**config.mk**
```make
export PLATFORM = sky130hd
export DESIGN_NAME = lfsr_range_sampler
export DESIGN_NICKNAME = d
export VERILOG_FILES = /design/src/rtl/lfsr_range_sampler.sv
export SDC_FILE = /design/constraint.sdc
export NUM_CORES = 1
export LEC_CHECK = 0
export CELL_PAD_IN_SITES_DETAIL_PLACEMENT = 0
export CELL_PAD_IN_SITES_GLOBAL_PLACEMENT = 1
export CORE_UTILIZATION = 39
export CTS_CLUSTER_SIZE = 8
export DETAILED_ROUTE_END_ITERATION = 6
export PLACE_DENSITY = 0.92
export SLEW_MARGIN = 20
export SYNTH_ARGS = -nofsm -noshare
export SYNTH_HDL_FRONTEND = slang
export SYNTH_SLANG_ARGS = --single-unit
```
**constraint.sdc**
```tcl
create_clock -name clk -period 3.68 [get_ports clk]
set_clock_uncertainty 0.05 [all_clocks]
set_input_delay 0.552 -clock clk [delete_from_list [all_inputs] [get_ports clk]]
set_output_delay 0.552 -clock clk [all_outputs]
set_load 0.02 [all_outputs]
```
**src/rtl/lfsr_range_sampler.sv**
```systemverilog
`default_nettype none
// ============================================================================
// Module   : lfsr_range_sampler
// Function : Mask-and-reject sampler that turns raw LFSR words into uniformly
//            distributed values in [0, range), with a saturating reject count.
// Revision : 1.0
// ============================================================================
module lfsr_range_sampler #(
    parameter int WIDTH = 19,
    parameter int CNT_W = 16
) (
    input  logic             clk,
    input  logic             rst,
    input  logic [WIDTH-1:0] rnd_i,
    input  logic             rnd_v_i,
    output logic             rnd_yumi_o,
    input  logic [WIDTH-1:0] range_i,
    input  logic             range_v_i,
    output logic [WIDTH-1:0] out_o,
    output logic             out_v_o,
    input  logic             out_ready_i,
    output logic [CNT_W-1:0] reject_cnt_o
);

    typedef enum logic [1:0] {
        IDLE   = 2'd0,
        SAMPLE = 2'd1,
        HOLD   = 2'd2
    } state_t;

    localparam logic [WIDTH-1:0] ONE_W   = WIDTH'(1);
    localparam logic [CNT_W-1:0] ONE_C   = CNT_W'(1);
    localparam logic [CNT_W-1:0] CNT_MAX = '1;

    state_t           state_q, state_d;
    logic [WIDTH-1:0] range_q, range_d;
    logic [WIDTH-1:0] mask_q,  mask_d;
    logic [WIDTH-1:0] out_q,   out_d;
    logic             out_v_q, out_v_d;
    logic [CNT_W-1:0] cnt_q,   cnt_d;
    logic [WIDTH-1:0] cand;
    logic             yumi;

    // Propagates the highest set bit downward, giving the smallest 2^k-1 >= x.
    function automatic logic [WIDTH-1:0] smear(input logic [WIDTH-1:0] x);
        logic [WIDTH-1:0] r;
        r = x;
        for (int i = 1; i < WIDTH; i++) begin
            r = r | (r >> 1);
        end
        return r;
    endfunction

    assign yumi = (state_q == SAMPLE) & rnd_v_i & ~range_v_i;
    assign cand = rnd_i & mask_q;

    always_comb begin
        state_d = state_q;
        range_d = range_q;
        mask_d  = mask_q;
        out_d   = out_q;
        out_v_d = out_v_q;
        cnt_d   = cnt_q;

        if (range_v_i) begin
            // A new range always wins; any held result is dropped.
            range_d = range_i;
            mask_d  = (range_i == '0) ? '0 : smear(range_i - ONE_W);
            out_v_d = 1'b0;
            state_d = (range_i == '0) ? IDLE : SAMPLE;
        end else begin
            case (state_q)
                SAMPLE: begin
                    if (yumi) begin
                        if (cand < range_q) begin
                            out_d   = cand;
                            out_v_d = 1'b1;
                            state_d = HOLD;
                        end else if (cnt_q != CNT_MAX) begin
                            cnt_d = cnt_q + ONE_C;
                        end
                    end
                end
                HOLD: begin
                    if (out_ready_i) begin
                        out_v_d = 1'b0;
                        state_d = SAMPLE;
                    end
                end
                default: begin
                    out_v_d = 1'b0;
                end
            endcase
        end
    end

    always_ff @(posedge clk) begin
        if (rst) begin
            state_q <= IDLE;
            range_q <= '0;
            mask_q  <= '0;
            out_q   <= '0;
            out_v_q <= 1'b0;
            cnt_q   <= '0;
        end else begin
            state_q <= state_d;
            range_q <= range_d;
            mask_q  <= mask_d;
            out_q   <= out_d;
            out_v_q <= out_v_d;
            cnt_q   <= cnt_d;
        end
    end

    assign rnd_yumi_o   = yumi;
    assign out_o        = out_q;
    assign out_v_o      = out_v_q;
    assign reject_cnt_o = cnt_q;

endmodule
`default_nettype wire

```
==> results.json <==
{
  "r2r-start": "mask_q[16]$_SDFFE_PP0P_",
  "crit_type": "in2reg",
  "reg2regPathDepth": 11,
  "p_sw_frac": 0.2652,
  "synth_cell_types": 68,
  "crit_required_ns": 3.88,
  "yosysTopAreaCellShare": 0.3465,
  "core_um2": 10890,
  "critPathTopFamily": "compound AO/OA/AOI/OAI gates",
  "maxCapViolCount": 0,
  "muxShareOfSynthArea": 0.1017,
  "p_per_area_nw_per_um2": 339.4,
  "p_int_mw": 1.411,
  "antenna_found_initial": 0,
  "synth_fa_ha_area_frac": 0.06270,
  "fin_setup_tns_ns": 0,
  "r2r_slack_ns": 0.74,
  "cts.path.max_buffers": 2,
  "first_global_vias": 3972,
  "antenna_left": 0,
  "start_util": 0.4032,
  "post_cts_buffers": 0,
  "syn-instance-count": 513,
  "numCtsBuffers": 9,
  "synthFlopType": "dfxtp_1",
  "vias_per_cell": 5.441,
  "max_freq_mhz": 303.4,
  "drv_slew": 0,
  "slew_headroom": 0.6020,
  "ys_warn_count": 0,
  "place.gp.congestion": 0.8815,
  "irDropWorstVdd_uv": 197.0,
  "worstSetupEndpointType": "flop",
  "path_clk_slew_ns": 0.07,
  "synth_fp_nets": 578,
  "placed_area_um2": 5435,
  "setup_viol_count_final": 0,
  "first_pass_iters": 6,
  "via_count": 4097,
  "insertion_delay_ns": 0.36,
  "h-tree-depth": 3,
  "rsz0062_at_grt": "no",
  "arrival_ns": 3.49,
  "yosys.area.top_type": "dfxtp_1",
  "postSynthAreaPerCell_um2": 8.558,
  "p_leak_nw": 2.153,
  "hold_path.class": "reg2reg",
  "path_buf_inv": 3,
  "tightest_slew_ns": 0.5956,
  "diodes": 0,
  "seqPwrFrac": 0.455,
  "port_buffers": 79,
  "drc": 0,
  "crit_fanout": 9,
  "synth_xor_area_frac": 0.01795,
  "die_w_um": 108.1,
  "grt_max_degree": 40,
  "synth.area.top_cells": "dfxtp_1 (35%), mux2i_1 (8.9%), ha_1 (6.3%), nor2_1 (5.6%), and2_1 (3.0%)",
  "dp_hpwl_um": 9198,
  "slowest_delay_ns": 0.57,
  "cts_resized": 0,
  "synthArstFlopShare": 0,
  "reg2reg_to": "reject_cnt_o[14]$_SDFFE_PP0P_",
  "hold_viol_final": 0,
  "root_buffer": "clkbuf_8",
  "fp.dieH_um": 108.1,
  "synth-simple-area-share": 0.2767,
  "timing.critical_path.cells": "clkdlybuf4s50_1 > inv_1 > ha_1 > nor4b_1 > buf_4 > nand2_1 > a2111oi_1 > o211ai_1 > nor4_4 > nor2_2 > a211o_1",
  "synth_top_family_by_area": "simple AND/OR/NAND/NOR gates",
  "drt_iter0_drc": 205,
  "drive_above_1_share": 0.1240,
  "synth_compound_area_frac": 0.1357,
  "p_sw_mw": 0.5095,
  "io_pins": 80,
  "hold_path_end": "mask_q[8]$_SDFFE_PP0P_",
  "drt-total-wl_um": 11790,
  "postLayoutCellArea_um2": 5659,
  "fin_crit_sh": 0.8956,
  "cts_hold_buf": 0,
  "cts_num_sinks": 76,
  "ys_seq_area_frac": 0.3465,
  "holdCritStartpoint": "mask_q[8]$_SDFFE_PP0P_",
  "final.fill_count": 1031,
  "status": "finished, final reports clean",
  "rows": 38,
  "p_comb_frac": 0.170,
  "die_area_um2": 11690,
  "critPathSlowestCell": "a2111oi_1",
  "fin_util": 0.5198,
  "grt.overflow.total": 0,
  "synth_edf_count": 0,
  "start_kind": "primary input",
  "ys_ff_latch": 76,
  "grt_pass1_wl_um": 19340,
  "min_period_ns": 3.296,
  "num-nets-final": 673,
  "syn_to_final_growth_pct": 28.90,
  "whs_path_depth": 1,
  "cts_tree": "done",
  "grtUsageTotal": 0.2115,
  "wl_per_cell_um": 15.66,
  "syn_area_um2": 4390,
  "pwr-share-clk": 0.375
}
-- state kept, by name, summed over array words and instances, names as in the netlist --
signal / cells
mask_q: 19
out_o: 19
range_q: 19
reject_cnt_o: 16
state_q: 2
out_v_o: 1
-- worst max path at each step --
stage	startpoint	to	slack [ns]	depth (start not counted)
floorplan	range_i[1]	mask_q[2]$_SDFFE_PP0P_	0.60	11
global placement	rnd_i[18]	reject_cnt_o[14]$_SDFFE_PP0P_	0.12	12
detailed placement	range_i[1]	mask_q[2]$_SDFFE_PP0P_	0.06	11
CTS	range_i[1]	mask_q[2]$_SDFFE_PP0P_	0.44	11
global route	range_i[1]	mask_q[0]$_SDFFE_PP0P_	0.23	11
finish	range_i[1]	mask_q[2]$_SDFFE_PP0P_	0.38	11
-- through the flow --
stage               total power [mW]  worst slack (ns)  hold slack [ns]  instances
finish                         1.921            0.3843           0.4028        753
global route                   2.004            0.2296           0.4258        753
CTS                            1.927            0.4385           0.4078        753
detailed placement             1.218           0.06422           0.3906        737
global placement               1.210            0.1184           0.3766        737
floorplan                      1.077            0.5968           0.3643        513
-- layer usage --
metal,vias up,global-route usage,share of wire
met5,-,0,0
met2,115,0.3476,0.47
li1,2023,-,-
met4,0,0.07436,0.017
met3,17,0.03858,0.051
met1,1942,0.2761,0.47
-- cells in the mapped netlist (all sizes together) (4+ instances only) --
library cell   n
nand4         13
ha            22
buf           12
a21o           5
nand3b         4
a22o           4
nand2         29
and2          21
or4            4
xnor2          4
nor2          66
nor4          10
nand2b         6
dfxtp         76
nand3         16
mux2i         39
nor3          14
clkbuf        15
or3           12
nor2b         10
xor2           5
mux2           5
o21ai         23
a21oi         24
inv           24
-- final cells by class --
class,instances,area [um2],share of cell area
multi-input cells,385,2615,0.4621
inverters,24,90.09,0.01592
clock buffers,10,137.6,0.02432
clock inverters,6,86.33,0.01526
flip-flops and latches,76,1521,0.2688
well taps,140,175.2,0.03095
repair buffers,112,1033,0.1826
-- power by group through the flow --
stage	logic [mW]	registers, mW	clock network [mW]
floorplan	0.187	0.890	0
global placement	0.317	0.893	0
detailed placement	0.324	0.894	0
CTS	0.326	0.875	0.727
global route	0.357	0.879	0.768
finish	0.326	0.875	0.720
-- placed cells by master (no fill, tap or decap), types with 5 or more instances in the layout --
master | netlist | layout
inv_1 | 24 | 24
a21oi_1 | 23 | 22
nor3_1 | 11 | 11
and2_1 | 21 | 21
nand2_1 | 29 | 29
nand2b_1 | 6 | 6
xor2_1 | 5 | 5
ha_1 | 22 | 22
nor2_1 | 65 | 65
mux2i_1 | 39 | 39
or3_1 | 9 | 9
nor2b_1 | 10 | 10
nand3_1 | 16 | 16
nand4_1 | 13 | 13
mux2_2 | 5 | 5
o21ai_0 | 23 | 23
clkbuf_8 | 2 | 10
buf_4 | 1 | 33
clkdlybuf4s50_1 | 0 | 78
nor4_1 | 9 | 9
dfxtp_1 | 76 | 76
-- cells by family after synthesis --
family / Yosys count
simple gates: 224
flops: 76
buf+inv: 52
xor+xnor: 9
mux: 44
compound gates: 86
fa+ha+maj: 22
-- worst reg2reg max path, delay by kind of cell (launching register included) --
family	cells	cell delay, ns
flip-flops	1	0.33
adder cells (fa/ha/maj)	1	0.30
AO/OA/AOI/OAI	4	0.66
buffers and inverters	2	0.35
AND/OR/NAND/NOR	3	0.78
multiplexers	1	0.37
(Power assumes the default switching activity.)
